<file path="src/rtl/fifo_rr_controller.sv">
// Write-side round-robin arbiter and read-side valid/ready sequencer for a small
// synchronous FIFO, with a shadow occupancy count checked against the FIFO flags.
module fifo_rr_controller #(
    parameter int DATA_W = 4,
    parameter int DEPTH  = 8,
    parameter int CNT_W  = 4
) (
    input  logic              clk,
    input  logic              rst_n,
    input  logic              a_valid,
    input  logic [DATA_W-1:0] a_data,
    output logic              a_ready,
    input  logic              b_valid,
    input  logic [DATA_W-1:0] b_data,
    output logic              b_ready,
    output logic              fifo_wr_en,
    output logic [DATA_W-1:0] fifo_wr_data,
    input  logic              fifo_full,
    output logic              fifo_rd_en,
    input  logic [DATA_W-1:0] fifo_rd_data,
    input  logic              fifo_empty,
    output logic              m_valid,
    output logic [DATA_W-1:0] m_data,
    input  logic              m_ready,
    output logic [CNT_W-1:0]  level,
    output logic              last_grant,
    output logic              sync_err
);

    localparam logic [1:0] ST_IDLE  = 2'd0;
    localparam logic [1:0] ST_FETCH = 2'd1;
    localparam logic [1:0] ST_HOLD  = 2'd2;

    localparam logic [CNT_W-1:0] LVL_MAX  = CNT_W'(DEPTH);
    localparam logic [CNT_W-1:0] LVL_ZERO = {CNT_W{1'b0}};
    localparam logic [CNT_W-1:0] LVL_ONE  = {{(CNT_W-1){1'b0}}, 1'b1};

    logic [1:0]        state_r;
    logic              last_grant_r;
    logic              m_valid_r;
    logic [DATA_W-1:0] m_data_r;
    logic [CNT_W-1:0]  level_r;
    logic [CNT_W-1:0]  level_next_s;
    logic              sync_err_r;
    logic              grant_a_s;
    logic              grant_b_s;
    logic              wr_s;
    logic              rd_s;
    logic              mismatch_s;

    // Round-robin grant: on a tie the requester that did not win last time goes
    always_comb begin
        grant_a_s = 1'b0;
        grant_b_s = 1'b0;
        if (fifo_full) begin
            grant_a_s = 1'b0;
            grant_b_s = 1'b0;
        end else begin
            case ({a_valid, b_valid})
                2'b10: grant_a_s = 1'b1;
                2'b01: grant_b_s = 1'b1;
                2'b11: begin
                    grant_a_s = last_grant_r;
                    grant_b_s = ~last_grant_r;
                end
                default: begin
                    grant_a_s = 1'b0;
                    grant_b_s = 1'b0;
                end
            endcase
        end
    end

    assign wr_s = grant_a_s | grant_b_s;

    // Read strobe: issued from IDLE or from HOLD once the consumer takes the word
    always_comb begin
        rd_s = 1'b0;
        case (state_r)
            ST_IDLE: rd_s = ~fifo_empty;
            ST_HOLD: rd_s = m_ready & ~fifo_empty;
            default: rd_s = 1'b0;
        endcase
    end

    // Shadow occupancy next value, clamped so a flag fault cannot wrap the count
    always_comb begin
        level_next_s = level_r;
        if (wr_s && !rd_s && (level_r != LVL_MAX)) begin
            level_next_s = level_r + LVL_ONE;
        end else if (rd_s && !wr_s && (level_r != LVL_ZERO)) begin
            level_next_s = level_r - LVL_ONE;
        end else begin
            level_next_s = level_r;
        end
    end

    assign mismatch_s = ((level_r == LVL_MAX) != fifo_full) ||
                        ((level_r == LVL_ZERO) != fifo_empty);

    // Read sequencer: fetch one word, then hold it until the consumer accepts
    always_ff @(posedge clk or negedge rst_n) begin
        if (!rst_n) begin
            state_r   <= ST_IDLE;
            m_valid_r <= 1'b0;
            m_data_r  <= {DATA_W{1'b0}};
        end else begin
            case (state_r)
                ST_IDLE: begin
                    if (!fifo_empty) begin
                        state_r <= ST_FETCH;
                    end else begin
                        state_r <= ST_IDLE;
                    end
                end
                ST_FETCH: begin
                    m_data_r  <= fifo_rd_data;
                    m_valid_r <= 1'b1;
                    state_r   <= ST_HOLD;
                end
                ST_HOLD: begin
                    if (m_ready) begin
                        m_valid_r <= 1'b0;
                        state_r   <= fifo_empty ? ST_IDLE : ST_FETCH;
                    end else begin
                        state_r <= ST_HOLD;
                    end
                end
                default: begin
                    m_valid_r <= 1'b0;
                    state_r   <= ST_IDLE;
                end
            endcase
        end
    end

    // Arbitration history, shadow level and sticky flag-disagreement detector
    always_ff @(posedge clk or negedge rst_n) begin
        if (!rst_n) begin
            last_grant_r <= 1'b1;
            level_r      <= LVL_ZERO;
            sync_err_r   <= 1'b0;
        end else begin
            if (wr_s) begin
                last_grant_r <= grant_b_s;
            end else begin
                last_grant_r <= last_grant_r;
            end
            level_r    <= level_next_s;
            sync_err_r <= sync_err_r | mismatch_s;
        end
    end

    assign a_ready      = grant_a_s;
    assign b_ready      = grant_b_s;
    assign fifo_wr_en   = wr_s;
    assign fifo_wr_data = grant_a_s ? a_data : (grant_b_s ? b_data : {DATA_W{1'b0}});
    assign fifo_rd_en   = rd_s;
    assign m_valid      = m_valid_r;
    assign m_data       = m_data_r;
    assign level        = level_r;
    assign last_grant   = last_grant_r;
    assign sync_err     = sync_err_r;

endmodule
</file>
<file path="config.mk">
export PLATFORM = sky130hd
export DESIGN_NAME = fifo_rr_controller
export DESIGN_NICKNAME = d
export VERILOG_FILES = /design/src/rtl/fifo_rr_controller.sv
export SDC_FILE = /design/constraint.sdc
export NUM_CORES = 1
export LEC_CHECK = 0
export CAP_MARGIN = 20
export CORE_AREA = 2 2 45 51
export CTS_BUF_LIST = sky130_fd_sc_hd__clkbuf_16
export DETAILED_ROUTE_END_ITERATION = 7
export DIE_AREA = 0 0 47 53
export GPL_ROUTABILITY_DRIVEN = 0
export GPL_TIMING_DRIVEN = 0
export PLACE_DENSITY = 0.78
export SYNTH_ARGS = -nofsm -noshare
export SYNTH_HDL_FRONTEND = slang
export SYNTH_SLANG_ARGS = --single-unit
export TNS_END_PERCENT = 100
</file>
<file path="constraint.sdc">
create_clock -name clk -period 3.81 [get_ports clk]
set_input_delay 0.762 -clock clk [delete_from_list [all_inputs] [get_ports clk]]
set_output_delay 0.762 -clock clk [all_outputs]
set_load 0.005 [all_outputs]
</file>
==> results <==
-- power groups by stage --
stage          combinational [W]  sequential [W]  clock, W
2_1_floorplan           0.000166        0.000241         0
3_3_place_gp            0.000316        0.000243         0
3_5_place_dp            0.000324        0.000247         0
4_1_cts                 0.000327        0.000247  0.000195
5_1_grt                 0.000354        0.000256  0.000201
6_report                0.000322        0.000245  0.000194
-- state kept, by name, summed over array words and instances, names as in the netlist --
name and flops:
level 4, last_grant 1, state_r 2, sync_err 1
m_valid 1, m_data 4
-- routing by layer --
| layer | vias to the layer above | track usage (%) | routed length, um |
|---|---|---|---|
| met5 | - | 0 | 0 |
| met4 | 0 | 9.72 | 43 |
| met3 | 6 | 5.12 | 202 |
| met2 | 36 | 30.6 | 938 |
| met1 | 325 | 16.9 | 702 |
| li1 | 346 | - | - |
-- final timing paths --
kind                                        end  cells past startpoint
max in group asynchronous            state_r[0]                      1
worst max-delay path            fifo_wr_data[2]                      5
worst min-delay path                    m_valid                      1
worst min register to register          m_valid                      1
worst max register to register         level[3]                      7
min in group asynchronous             m_data[0]                      1
-- layout make-up --
type / instances / area, um2 / area share [%]
sequential: 13 / 327 / 25.8
buffer: 1 / 5.00 / 0.396
multi-input combinational: 52 / 433 / 34.3
timing repair buffer: 37 / 370 / 29.3
inverter: 4 / 15.0 / 1.19
tap: 28 / 35.0 / 2.77
clock inverter: 1 / 3.75 / 0.297
clock buffer: 3 / 75.1 / 5.94
-- worst max-delay path, cell delays in order --
cell,delay (ns)
clkdlybuf4s50_1,0.52
inv_1,0.07
a211oi_1,0.55
a22o_1,0.24
clkdlybuf4s50_1,0.50
-- cells by family (layout without fill, tap and decap cells) --
kind of cell | Yosys count | after routing | share of synthesized area (%)
AND/OR/NAND/NOR | 20 | 20 | 14.1
AO/OA/AOI/OAI | 21 | 21 | 23.4
flip-flops | 13 | 13 | 41.9
multiplexers | 6 | 6 | 9.95
XOR/XNOR | 2 | 2 | 2.25
adder cells (fa/ha/maj) | 3 | 3 | 5.78
buffers and inverters | 5 | 46 | 2.57
-- placed cells by master (no fill, tap or decap), types with 2 or more instances in the layout --
| master | Yosys | routed |
|---|---|---|
| a21oi_1 | 3 | 3 |
| mux2_2 | 4 | 4 |
| nand2b_1 | 3 | 3 |
| clkbuf_16 | 0 | 3 |
| ha_1 | 2 | 2 |
| a21o_1 | 3 | 3 |
| a22o_1 | 4 | 4 |
| nor3_1 | 3 | 3 |
| o21a_1 | 2 | 2 |
| a221oi_1 | 2 | 2 |
| dfrtp_1 | 12 | 12 |
| nor2b_1 | 2 | 2 |
| xor2_1 | 2 | 2 |
| clkdlybuf4s50_1 | 0 | 37 |
| nand2_1 | 3 | 3 |
| nor2_1 | 3 | 3 |
| inv_1 | 4 | 5 |
-- through the flow --
step / setup WS (ns) / hold WS, ns / util, %
after floorplan: 1.30 / 0.466 / -
after global placement: 0.419 / 0.461 / 60.5
after detailed placement: 0.390 / 0.480 / 60.5
after CTS: 0.388 / 0.501 / 64.6
after global routing: 0.314 / 0.529 / 64.6
final: 0.400 / 0.489 / 64.6
==> results.py <==
metrics = {
    "outcome": {
        "status": "finished clean",
    },
    "critical_path": {
        "critPathLaunch": "b_valid",
        "critPathLaunchType": "input port",
        "crit_fanout": 6,
        "r2r_start": "level[0]",
        "critPathCaptureType": "primary output",
        "cp.arrival_ns": 2.65,
        "crit_required_ns": 3.05,
        "setup.worst_path.class": "in2out",
        "r2r_setup_slack_ns": 1.43,
    },
    "clock_tree": {
        "postCtsHoldBufs": 0,
        "cts_tree": "done",
        "ctsHtreeMaxLevel": 1,
        "path_clk_slew_ns": 0.04,
        "insertion_delay_ns": 0.24,
        "cts_setup_buffers": 0,
        "clockRootBuffer": "clkbuf_16",
        "cts_buffers": 3,
        "clk_path_buf_depth": 2,
        "cts_sinks": 13,
        "ctsResizeCount": 0,
    },
    "pwr": {
        "p_leak_nw": 0.531,
        "switchingPower_w": 0.000230,
        "pwr-share-comb_pct": 42.3,
        "p_int_w": 0.000530,
        "finalPower_w": 0.000760,
        "p_clk_share_pct": 25.5,
        "p_per_area_nw_per_um2": 602,
        "switching_share_pct": 30.3,
        "vdd_ir_drop_max_mv": 0.425,
        "p_seq_share_pct": 32.2,
    },
    "drt": {
        "drt_iter0_markers": 7,
        "drt_wl_total_um": 1890,
        "vias_per_cell": 5.13,
        "vias": 713,
        "drc": 0,
        "wl_per_cell_um": 13.6,
        "final_antenna_net_count": 0,
        "first_pass_iters": 4,
    },
    "place": {
        "dpl_cell_area_um2": 1180,
        "io_buffers": 37,
        "dp_hpwl_um": 1520,
        "dpl.cell_count": 135,
    },
    "finish": {
        "area_delta_synth_final_pct": 62.1,
        "n_fill_cell": 170,
        "drive_gt1_share_pct": 13.5,
        "fin_area_um2": 1260,
        "fin_cells": 139,
        "n_antenna_cell": 0,
        "fin_nets": 134,
    },
    "logic_synthesis": {
        "synth_seq_cells": 13,
        "syn-num-nets": 92,
        "syn_area_um2": 779,
        "synth_warnings": 0,
        "synth_cells": 70,
        "synth.most_common_cell": "dfrtp_1",
        "synth-async-reset-ratio_pct": 100,
        "synth.largest_area_cell": "dfrtp_1",
        "synth-edff-count": 0,
        "synth-seq-area-share_pct": 41.9,
        "syn_avg_cell_area_um2": 11.1,
        "ys.flop_type": "dfrtp_1",
        "ys_top_cells_by_area": "dfrtp_1, mux2_2, a22o_1",
        "synth_common_cells": "dfrtp_1, a22o_1, inv_1, mux2_2",
        "synth_top_area_share_pct": 38.5,
        "synth.distinct_cells": 33,
    },
    "global_route": {
        "grt_pass1_vias": 754,
        "overflow": 0,
        "antenna_found_initial": 0,
        "grt.total_usage_pct": 17.2,
        "grt_max_degree": 14,
        "grt_pass1_wl_um": 2970,
    },
    "hold_path": {
        "min-delay-start": "m_valid",
        "hp-class": "reg2reg",
    },
    "timing": {
        "grt_setup_unrepaired": "false",
        "final.min_clock_period_ns": 3.41,
        "tightest_slew_ns": 0.677,
        "hold_viol": 0,
        "slew_viol_final": 0,
        "period_share_pct": 89.5,
        "setup_viol": 0,
        "max_slew_margin_pct": 54.6,
        "tns_ns": 0,
        "fin_skew_ns": 0.00218,
        "clock.fmax_mhz": 293,
    },
    "floorplan": {
        "rows": 17,
        "die_height_um": 53,
        "start_util_pct": 39.8,
        "die-area_um2": 2490,
        "ioPinCount": 38,
        "core-area_um2": 1960,
        "die_width_um": 47,
    },
    "run": {
        "cap_violations": 0,
    },
}
Note: power is estimated with default switching activity, not from simulation.
